`src/rtl/uart_rx_packer_if.sv`:
```
// Packed-word stream leaving the UART packer: valid/ready handshake carrying WORD_BYTES bytes.
interface uart_rx_packer_if #(
   parameter int WORD_BYTES = 4
);
   logic                    word_valid;
   logic                    word_ready;
   logic [8*WORD_BYTES-1:0] word_data;

   modport master (output word_valid, output word_data, input word_ready);
   modport slave  (input word_valid, input word_data, output word_ready);
endinterface

```
`src/rtl/uart_rx_packer.sv`:
```
// UART receiver feeding a byte FIFO; the packer pops WORD_BYTES bytes at a time into a
// handshaked word until word_number words have been delivered for the current transfer.
module uart_rx_packer #(
   parameter int CLK_DIV    = 16,
   parameter int DATA_BITS  = 8,
   parameter int PARITY_EN  = 0,
   parameter int PARITY_ODD = 0,
   parameter int FIFO_DEPTH = 16,
   parameter int WORD_BYTES = 4
) (
   input  logic             clk,
   input  logic             resetn,
   input  logic             rx,
   input  logic             start,
   input  logic [7:0]       word_number,
   uart_rx_packer_if.master ws,
   output logic             done,
   output logic             busy,
   output logic             frame_err,
   output logic             parity_err,
   output logic             overflow
);
   localparam int AW = $clog2(FIFO_DEPTH);
   localparam int PW = AW + 1;
   localparam int CW = $clog2(CLK_DIV) + 1;
   localparam logic [CW-1:0] HALF_M1  = CW'(CLK_DIV / 2 - 1);
   localparam logic [CW-1:0] FULL_M1  = CW'(CLK_DIV - 1);
   localparam logic [3:0]    LAST_BIT = 4'(DATA_BITS - 1);
   localparam logic [PW-1:0] WB_CNT   = PW'(WORD_BYTES);

   typedef enum logic [2:0] {S_IDLE, S_START, S_DATA, S_PARITY, S_STOP} state_t;

   state_t                  state;
   logic [CW-1:0]           cnt;
   logic [3:0]              bit_cnt;
   logic                    par_bad;
   logic                    live;
   logic [DATA_BITS-1:0]    sh;
   logic                    rx_p0, rx_p1, rx_p2;
   logic [7:0]              mem [FIFO_DEPTH];
   logic [PW-1:0]           wr_ptr, rd_ptr, count;
   logic                    full, empty;
   logic [7:0]              delivered, word_num_q;
   logic [8*WORD_BYTES-1:0] packed_word;
   logic                    start_ok, bit_tick, push_req, do_pop;

   function automatic logic exp_parity(input logic [DATA_BITS-1:0] d);
      return (^d) ^ (PARITY_ODD != 0);
   endfunction

   // Stage p0/p1: two-flop synchronizer; p2 is only the previous value for edge detection
   always_ff @(posedge clk or negedge resetn) begin
      if (!resetn) begin
         rx_p0 <= 1'b1;
         rx_p1 <= 1'b1;
         rx_p2 <= 1'b1;
      end else begin
         rx_p0 <= rx;
         rx_p1 <= rx_p0;
         rx_p2 <= rx_p1;
      end
   end

   assign start_ok = start && !busy;
   assign bit_tick = (cnt == '0);
   assign push_req = (state == S_STOP) && bit_tick && rx_p1 && !par_bad && live && busy;

   // live marks a character that belongs to the current transfer; stale ones finish silently
   always_ff @(posedge clk or negedge resetn) begin
      if (!resetn) begin
         state      <= S_IDLE;
         cnt        <= '0;
         bit_cnt    <= '0;
         par_bad    <= 1'b0;
         live       <= 1'b0;
         frame_err  <= 1'b0;
         parity_err <= 1'b0;
      end else begin
         if (start_ok) begin
            frame_err  <= 1'b0;
            parity_err <= 1'b0;
            live       <= 1'b0;
         end
         case (state)
            S_IDLE: begin
               if (busy && rx_p2 && !rx_p1) begin
                  state <= S_START;
                  cnt   <= HALF_M1;
                  live  <= 1'b1;
               end
            end
            S_START: begin
               if (!bit_tick) cnt <= cnt - 1'b1;
               else if (!rx_p1) begin
                  state   <= S_DATA;
                  cnt     <= FULL_M1;
                  bit_cnt <= '0;
                  par_bad <= 1'b0;
               end else state <= S_IDLE;
            end
            S_DATA: begin
               if (!bit_tick) cnt <= cnt - 1'b1;
               else begin
                  cnt <= FULL_M1;
                  if (bit_cnt == LAST_BIT) state <= (PARITY_EN != 0) ? S_PARITY : S_STOP;
                  else bit_cnt <= bit_cnt + 1'b1;
               end
            end
            S_PARITY: begin
               if (!bit_tick) cnt <= cnt - 1'b1;
               else begin
                  cnt   <= FULL_M1;
                  state <= S_STOP;
                  if (rx_p1 != exp_parity(sh)) begin
                     par_bad <= 1'b1;
                     if (busy && live) parity_err <= 1'b1;
                  end
               end
            end
            S_STOP: begin
               if (!bit_tick) cnt <= cnt - 1'b1;
               else begin
                  state <= S_IDLE;
                  if (!rx_p1 && busy && live) frame_err <= 1'b1;
               end
            end
            default: state <= S_IDLE;
         endcase
      end
   end

   always_ff @(posedge clk) begin
      if (state == S_DATA && bit_tick) sh <= {rx_p1, sh[DATA_BITS-1:1]};
   end

   assign count = wr_ptr - rd_ptr;
   assign full  = (wr_ptr[AW] != rd_ptr[AW]) && (wr_ptr[AW-1:0] == rd_ptr[AW-1:0]);
   assign empty = (wr_ptr == rd_ptr);
   assign do_pop = busy && !ws.word_valid && !empty && (count >= WB_CNT) &&
                   (delivered < word_num_q);

   always_ff @(posedge clk) begin
      if (push_req && !full) mem[wr_ptr[AW-1:0]] <= 8'(sh);
   end

   always_comb begin
      packed_word = '0;
      for (int i = 0; i < WORD_BYTES; i++)
         packed_word[8*i +: 8] = mem[rd_ptr[AW-1:0] + AW'(i)];
   end

   // Push, pop and handshake are independent so a same-cycle push and pop both land
   always_ff @(posedge clk or negedge resetn) begin
      if (!resetn) begin
         wr_ptr        <= '0;
         rd_ptr        <= '0;
         delivered     <= '0;
         word_num_q    <= '0;
         busy          <= 1'b0;
         done          <= 1'b0;
         overflow      <= 1'b0;
         ws.word_valid <= 1'b0;
         ws.word_data  <= '0;
      end else begin
         done <= 1'b0;
         if (start_ok) begin
            wr_ptr        <= '0;
            rd_ptr        <= '0;
            delivered     <= '0;
            overflow      <= 1'b0;
            word_num_q    <= word_number;
            busy          <= 1'b1;
            ws.word_valid <= 1'b0;
         end else begin
            if (push_req) begin
               if (!full) wr_ptr <= wr_ptr + 1'b1;
               else overflow <= 1'b1;
            end
            if (do_pop) begin
               rd_ptr        <= rd_ptr + WB_CNT;
               ws.word_data  <= packed_word;
               ws.word_valid <= 1'b1;
            end
            if (ws.word_valid && ws.word_ready) begin
               ws.word_valid <= 1'b0;
               delivered     <= delivered + 8'd1;
               if ((delivered + 8'd1) == word_num_q) begin
                  done <= 1'b1;
                  busy <= 1'b0;
               end
            end
            if (busy && word_num_q == 8'd0) begin
               done <= 1'b1;
               busy <= 1'b0;
            end
         end
      end
   end
endmodule

```
`src/flat_wrapper.sv`:
```
// flat-port wrapper written by rule: the top's interface ports become plain ports
module uart_rx_packer_flat 
#(
   parameter int CLK_DIV    = 16,
   parameter int DATA_BITS  = 8,
   parameter int PARITY_EN  = 0,
   parameter int PARITY_ODD = 0,
   parameter int FIFO_DEPTH = 16,
   parameter int WORD_BYTES = 4
)
  (clk, resetn, rx, start, word_number, done, busy, frame_err, parity_err, overflow, ws_word_valid, ws_word_data, ws_word_ready);
  uart_rx_packer_if #(.WORD_BYTES(WORD_BYTES)) ws_i ();
  input  logic clk;
  input  logic resetn;
  input  logic rx;
  input  logic start;
  input  logic [7:0] word_number;
  output logic done;
  output logic busy;
  output logic frame_err;
  output logic parity_err;
  output logic overflow;
  output wire logic [$bits(ws_i.word_valid)-1:0] ws_word_valid;
  output wire logic [$bits(ws_i.word_data)-1:0] ws_word_data;
  input wire logic [$bits(ws_i.word_ready)-1:0] ws_word_ready;
  assign ws_word_valid = ws_i.word_valid;
  assign ws_word_data = ws_i.word_data;
  assign ws_i.word_ready = ws_word_ready;
  uart_rx_packer #(.CLK_DIV(CLK_DIV), .DATA_BITS(DATA_BITS), .PARITY_EN(PARITY_EN), .PARITY_ODD(PARITY_ODD), .FIFO_DEPTH(FIFO_DEPTH), .WORD_BYTES(WORD_BYTES)) u_core (.clk(clk), .resetn(resetn), .rx(rx), .start(start), .word_number(word_number), .ws(ws_i), .done(done), .busy(busy), .frame_err(frame_err), .parity_err(parity_err), .overflow(overflow));
endmodule
```
`config.mk`:
```
export PLATFORM = sky130hd
export DESIGN_NAME = uart_rx_packer_flat
export DESIGN_NICKNAME = d
export VERILOG_FILES = /design/src/rtl/uart_rx_packer_if.sv /design/src/rtl/uart_rx_packer.sv /design/src/flat_wrapper.sv
export SDC_FILE = /design/constraint.sdc
export NUM_CORES = 1
export LEC_CHECK = 0
export ABC_AREA = 1
export BUFFER_PORTS_ARGS = -buffer_cell sky130_fd_sc_hd__buf_4
export CORE_MARGIN = 1
export CORE_UTILIZATION = 55
export CTS_CLUSTER_DIAMETER = 60
export DETAILED_ROUTE_END_ITERATION = 8
export GPL_ROUTABILITY_DRIVEN = 0
export GPL_TIMING_DRIVEN = 0
export PLACE_DENSITY = 0.78
export SLEW_MARGIN = 20
export SYNTH_ARGS = -nofsm -noshare
export SYNTH_HDL_FRONTEND = slang
export SYNTH_SLANG_ARGS = --single-unit
```
`constraint.sdc`:
```
create_clock -name clk -period 3.3 [get_ports clk]
set_input_delay 0.66 -clock clk [delete_from_list [all_inputs] [get_ports clk]]
set_output_delay 0.66 -clock clk [all_outputs]
set_load 0.05 [all_outputs]
```
==> results.txt, run 1 <==
Via-per-instance ratio - 5.627
H-tree levels - 1
Worst-path maximum fanout - 10
Post_cts resized - 0
Final std cells w/o fill - 1165
Commonest cells after routing, fill and taps aside - nand2_1, edfxtp_1, nor2_1
R2r startpoint - u_core.rd_ptr[2]
Number of I/O port buffers - 50
Clock Tree Buf Depth - 3
Hold Crit Class - primary input to async pin
Post-synth top area share - 0.4451
Full die area - 17200 um2
GRT Total Usage - 0.2365
Max-slew headroom - 0.4105
Slew Limit Fails - 0
Highest Clock Rate - 304.8 MHz
CP Data Arrival Time - 3400 ps
DR WL/cell - 17.15 um
Pin slew with the least headroom to its limit - 881.0 ps
Cell variety after synth - 35
Clock slew at reported path FFs - 60 ps
Final number of hold-violating endpoints - 0
DIE WIDTH - 131.2 um
Startpoint types - flip-flop
Starting DRT DRC Count - 680
Switching power - 4.236 mW
Detail Route Antenna Nets - 0
Largest net degree at the start of global routing - 80
Fin crit period - 3281 ps
Worst r2r path cells - 9
TritonCTS Sinks - 215
Mapped cell area - 9175 um2
Final period util - 0.9943
Initial DRT Pass Iterations - 5
Setup CP Type - flip-flop to flip-flop
Worst EP required - 3420 ps
DRC - 0
Clock power frac - 0.241
I/O pins - 51
Clk_lat worst skew - 510 ps
Post-Syn Nets - 890
Nets@finish - 965
Core Area - 16060 um2
Root Driver - clkbuf_16
Detailed Place HPWL - 12.64 mm
Postcts setup bufs - 0
Antenna cells - 0
Min Hold Slack - 178.5 ps
Final wirelength - 19.98 mm
Status - finished, final reports clean
Initial antenna violation count - 0
Count of final setup violators - 0
Maxcap violations - 0
Hold-fix buffers, CTS - 0
Register area share after synthesis - 0.6610
Most common cell after layout, fill and taps aside - nand2_1
Area Growth Syn to Fin - 15.27%
Yosys warnings - 0
Global route overflow - 0
Vias - 6555
Placed cell count - 1123
R2R setup slack - 20 ps
Setup slack after layout - 18.94 ps
CTS tree - built
First-pass GRT wire length - 31.93 mm
Reg power frac - 0.352
Initial core utilization - 0.5714
Synthesized area per cell - 10.71 um2
Internal - 5.979 mW
Post-placement setup slack - 75.82 ps
Post-synth top area cell - edfxtp_1
Synthesis-stage register bit count - 215
Crit. End Element - flip-flop
Net Sw Frac - 0.4147
Num CTS Buffers - 23
Lkg Pwr - 4.362 nW
Synth area leaders - edfxtp_1, dfrtp_1, nand2_1, o21ai_0, nor2_1
Max VDD drop - 0.5343 mV
Number of global-route vias before repair - 6289
Layout Skew - 17.88 ps
Comb power frac - 0.406
Worst r2r dst - u_core.mem[13][3]
Die Height - 131.2 um
Number of core rows - 46
Power per cell area - 965.9 nW/um2
Filler cell count - 1196
RSZ-0062 raised after global routing - yes
Syn Inst Count - 857
Layout cells sized above 1 - 0.1307
-- synth_stat cells, drive strengths merged --
library cell / number
a21oi: 9
a22oi: 1
a31oi: 1
a32o: 1
buf: 11
clkbuf: 21
conb: 1
dfrtp: 76
dfstp: 3
edfxtp: 136
ha: 20
inv: 59
nand2: 178
nand3: 72
nand3b: 1
nand4: 8
nor2: 112
nor3: 6
nor3b: 1
nor4: 2
o211ai: 1
o21ai: 88
o21bai: 1
o22ai: 37
o31ai: 2
or2: 1
xnor2: 4
xor2: 4
-- sequential cells by signal (all words and copies together) (netlist names), 3 cells and up --
name and flops:
u_core.bit_cnt 4, u_core.state 3, u_core.rd_ptr 3, u_core.word_num_q 8, u_core.sh 8, u_core.mem 128, u_core.wr_ptr 5, u_core.delivered 8
u_core.cnt 5, u_core.ws.word_data 32
-- stage by stage --
stage | power [mW] | setup TNS (ps) | area, um2 | util
2_1_floorplan | 6.516 | 0 | 9175 | -
3_3_place_gp | 7.648 | 0 | 9821 | 0.6116
3_5_place_dp | 7.749 | 0 | 9821 | 0.6116
4_1_cts | 10.22 | 0 | 10540 | 0.6565
5_1_grt | 10.80 | -3386 | 10580 | 0.6586
6_report | 10.22 | 0 | 10580 | 0.6586
-- power by group through the flow --
stage	logic [mW]	registers (mW)	clock network, mW
floorplan	2.19	4.33	0
global placement	4.02	3.63	0
detailed placement	4.11	3.64	0
CTS	4.15	3.60	2.48
global route	4.55	3.65	2.60
finish	4.15	3.60	2.47
-- per-layer routing --
metal  global-route usage  wire length (um)
met2               0.3927              9746
met1               0.3150              8325
met4              0.08693               412
met5                    0                 0
met3              0.03819              1497
-- worst max path at each step --
stage | slack (ps) | endpoint | from
after floorplan | 830 | u_core.mem[11][0] | u_core.rd_ptr[2]
after global placement | 100 | u_core.mem[12][4] | u_core.rd_ptr[2]
after detailed placement | 80 | u_core.mem[12][4] | u_core.rd_ptr[2]
after CTS | 20 | u_core.mem[13][3] | u_core.rd_ptr[2]
after global routing | -160 | u_core.mem[13][3] | u_core.rd_ptr[3]
final | 20 | u_core.mem[13][3] | u_core.rd_ptr[2]
-- cell families after synthesis --
| kind of cell | count (synthesis) | synth area share |
|---|---|---|
| buffers and inverters | 91 | 0.03873 |
| and+or+nand+nor | 381 | 0.1806 |
| AOI/OAI and AO/OA | 141 | 0.08441 |
| xor gates and xnor gates | 8 | 0.007636 |
| other | 1 | 0.0004087 |
| adders and majority gates | 20 | 0.02727 |
| DFF | 215 | 0.6610 |
-- critical path, stage by stage (launching register included) --
cell	delay (ps)
dfrtp_1	430
inv_1	80
buf_2	200
clkbuf_1	490
ha_1	360
nand3_1	110
nor2_1	100
nor2_4	240
nand2_1	170
nor2_1	700
-- area by class of cell --
class / count / area (um2) / share of cell area
Sequential cell: 215 / 6065 / 0.5734
Multi-Input combinational cell: 551 / 2785 / 0.2633
Inverter: 59 / 221.5 / 0.02094
Buffer: 32 / 133.9 / 0.01266
Tap cell: 216 / 270.3 / 0.02555
Clock buffer: 31 / 615.6 / 0.05820
Timing Repair Buffer: 50 / 379.1 / 0.03585
Clock inverter: 11 / 106.4 / 0.01006
Note: power is estimated with default switching activity, not from simulation.
==> run 2: changes to the inputs <==
CORE_MARGIN = 5   (was 1)
CTS_BUF_LIST = sky130_fd_sc_hd__clkbuf_8 sky130_fd_sc_hd__clkbuf_16   (was not set)
==> results.txt, run 2 (same netlist as run 1, synthesis figures left out) <==
Nets@finish - 964 (-0.10%)
DR WL/cell - 17.51 um (+2.1%)
Count of final setup violators - 0 (unchanged)
Net Sw Frac - 0.4182 (+0.003574)
Largest net degree at the start of global routing - 80 (unchanged)
Final wirelength - 20.43 mm (+2.2%)
Placed cell count - 1127 (+0.36%)
Internal - 5.904 mW (-1.3%)
H-tree levels - 1 (unchanged)
Worst EP required - 3430 ps (about the same)
Worst-path maximum fanout - 10 (unchanged)
Status - finished, final reports clean
Hold Crit Class - primary input to async pin
Reg power frac - 0.355 (+0.003)
Vias - 6523 (-0.49%)
Area Growth Syn to Fin - 15.23% (about the same)
Max-slew headroom - 0.4500 (+0.03954)
Total Power - 10.15 mW (-0.65%)
DRC - 0 (unchanged)
Detail Route Antenna Nets - 0 (unchanged)
Final period util - 0.9881 (-0.006139)
Root Driver - clkbuf_16
Layout Skew - 14.05 ps (-3.830 ps)
DIE WIDTH - 139.2 um (+6.1%)
CTS tree - built
Antenna cells - 0 (unchanged)
Maxcap violations - 0 (unchanged)
GRT Total Usage - 0.2110 (-0.02554)
Clock Tree Buf Depth - 3 (unchanged)
Core Area - 16470 um2 (+2.5%)
Number of flip-flops in the largest register - 128 (unchanged)
Number of core rows - 47 (+2.2%)
DP Area - 9826 um2 (about the same)
Pin slew with the least headroom to its limit - 825.0 ps (-56.06 ps)
Slowest cell on the critical path - nor2_1
Crit. End Element - flip-flop
Num CTS Buffers - 22 (-4.3%)
Final Cell Area - 10570 um2 (about the same)
Die Height - 139.2 um (+6.1%)
Initial DRT Pass Iterations - 5 (unchanged)
Delay-heaviest family, CP - simple AND/OR/NAND/NOR gates
Final std cells w/o fill - 1167 (+0.17%)
CP Data Arrival Time - 3390 ps (about the same)
TritonCTS Sinks - 215 (unchanged)
Critical path's largest stage delay - 630 ps (-70 ps)
Fin crit period - 3261 ps (-20.26 ps)
Commonest cells after routing, fill and taps aside - nand2_1, edfxtp_1, nor2_1
CP cell instances - inv_1 -> buf_2 -> clkbuf_1 -> ha_1 -> nand3_1 -> nor2_1 -> nor2_4 -> nand2_1 -> nor2_1
Lkg Pwr - 4.373 nW (+0.27%)
Detailed Place HPWL - 12.99 mm (+2.8%)
First-pass GRT wire length - 32.95 mm (+3.2%)
Setup CP Type - flip-flop to flip-flop
RSZ-0062 raised after global routing - yes
Most common cell after layout, fill and taps aside - nand2_1
Initial core utilization - 0.5572 (-0.01415)
Min Hold Slack - 188.6 ps (+10.11 ps)
Clk_lat worst skew - 500 ps (about the same)
Slew Limit Fails - 0 (unchanged)
Clock slew at reported path FFs - 60 ps (about the same)
Comb power frac - 0.409 (+0.003)
I/O pins - 51 (unchanged)
Max VDD drop - 0.4722 mV (-12%)
Clock power frac - 0.237 (-0.004)
Initial antenna violation count - 0 (unchanged)
Number of I/O port buffers - 50 (unchanged)
Startpoint types - flip-flop
Switching power - 4.245 mW (+0.21%)
Worst path bufs/invs - 3 (unchanged)
Full die area - 19370 um2 (+13%)
Highest Clock Rate - 306.7 MHz (+0.62%)
Global route overflow - 0 (unchanged)
Number of global-route vias before repair - 6369 (+1.3%)
Layout cells sized above 1 - 0.1352 (+0.004500)
Final number of hold-violating endpoints - 0 (unchanged)
Crit-path most repeated cell - nor2_1
Via-per-instance ratio - 5.590 (-0.66%)
Fin Setup TNS - 0 ps (unchanged)
Power per cell area - 960.0 nW/um2 (-0.61%)
Starting DRT DRC Count - 627 (-7.8%)
run 2: changes by cell type in the layout (fill, tap and decap cells not counted), sizes merged:
cell    delta
bufinv     -1
clkinv     +2
clkbuf     -5
inv        +2
run 2: power groups by stage:
stage	sequential [mW]	combinational (mW)	clock, mW
3_3_place_gp	3.63	4.02	0
4_1_cts	3.59	4.16	2.43
6_report	3.60	4.15	2.40
5_1_grt	3.66	4.58	2.55
3_5_place_dp	3.64	4.13	0
2_1_floorplan	4.33	2.19	0
run 2: layout make-up:
type,instances,area [um2]
Timing Repair Buffer,50,379.1
Clock inverter,14,105.1
Tap cell,220,275.3
Inverter,59,221.5
Clock buffer,26,605.6
Sequential cell,215,6065
Fill cell,1257,5893
Multi-Input combinational cell,551,2788
Buffer,32,133.9
run 2: stage by stage:
stage                     utilization  worst slack, ps
after floorplan                     -            830.0
after global placement         0.5967            89.28
after detailed placement       0.5967           -7.893
after CTS                      0.6408           -11.20
after global routing           0.6421           -105.8
final                          0.6421            39.20
run 2: final timing paths:
path | cells after the start | slack (ps) | endpoint | start
min in group clk | 1 | 270 | u_core.rx_p0 | rx
setup reg to reg | 9 | 40 | u_core.mem[6][1] | u_core.rd_ptr[2]
setup / recovery | 9 | 40 | u_core.mem[6][1] | u_core.rd_ptr[2]
hold / removal | 1 | 190 | u_core.ws.word_data[4] | resetn
hold reg to reg | 0 | 350 | u_core.rx_p1 | u_core.rx_p0
max in group asynchronous | 1 | 2580 | u_core.state[2] | resetn
run 2: worst reg2reg max path: stages (launching register included):
cell and delay, ps:
dfrtp_1 430, inv_1 100, buf_2 210, clkbuf_1 500
ha_1 370, nand3_1 120, nor2_1 100, nor2_4 270
nand2_1 170, nor2_1 630
run 2: timing repair:
action	4_1_cts	5_1_grt
buffers inserted	0	0
gates resized for setup	6	7
cloned	0	0
hold endpoints to repair	0	0
hold buffers	0	0
endpoints found under the setup margin	32	72
run 2: layer usage:
metal  vias up  part of all wire  track usage
met5         -                 0            0
met4         0             0.020      0.05613
met3        35             0.083      0.02862
met2       274              0.49       0.3529
met1      3113              0.41       0.2946
li1       3101                 -            -
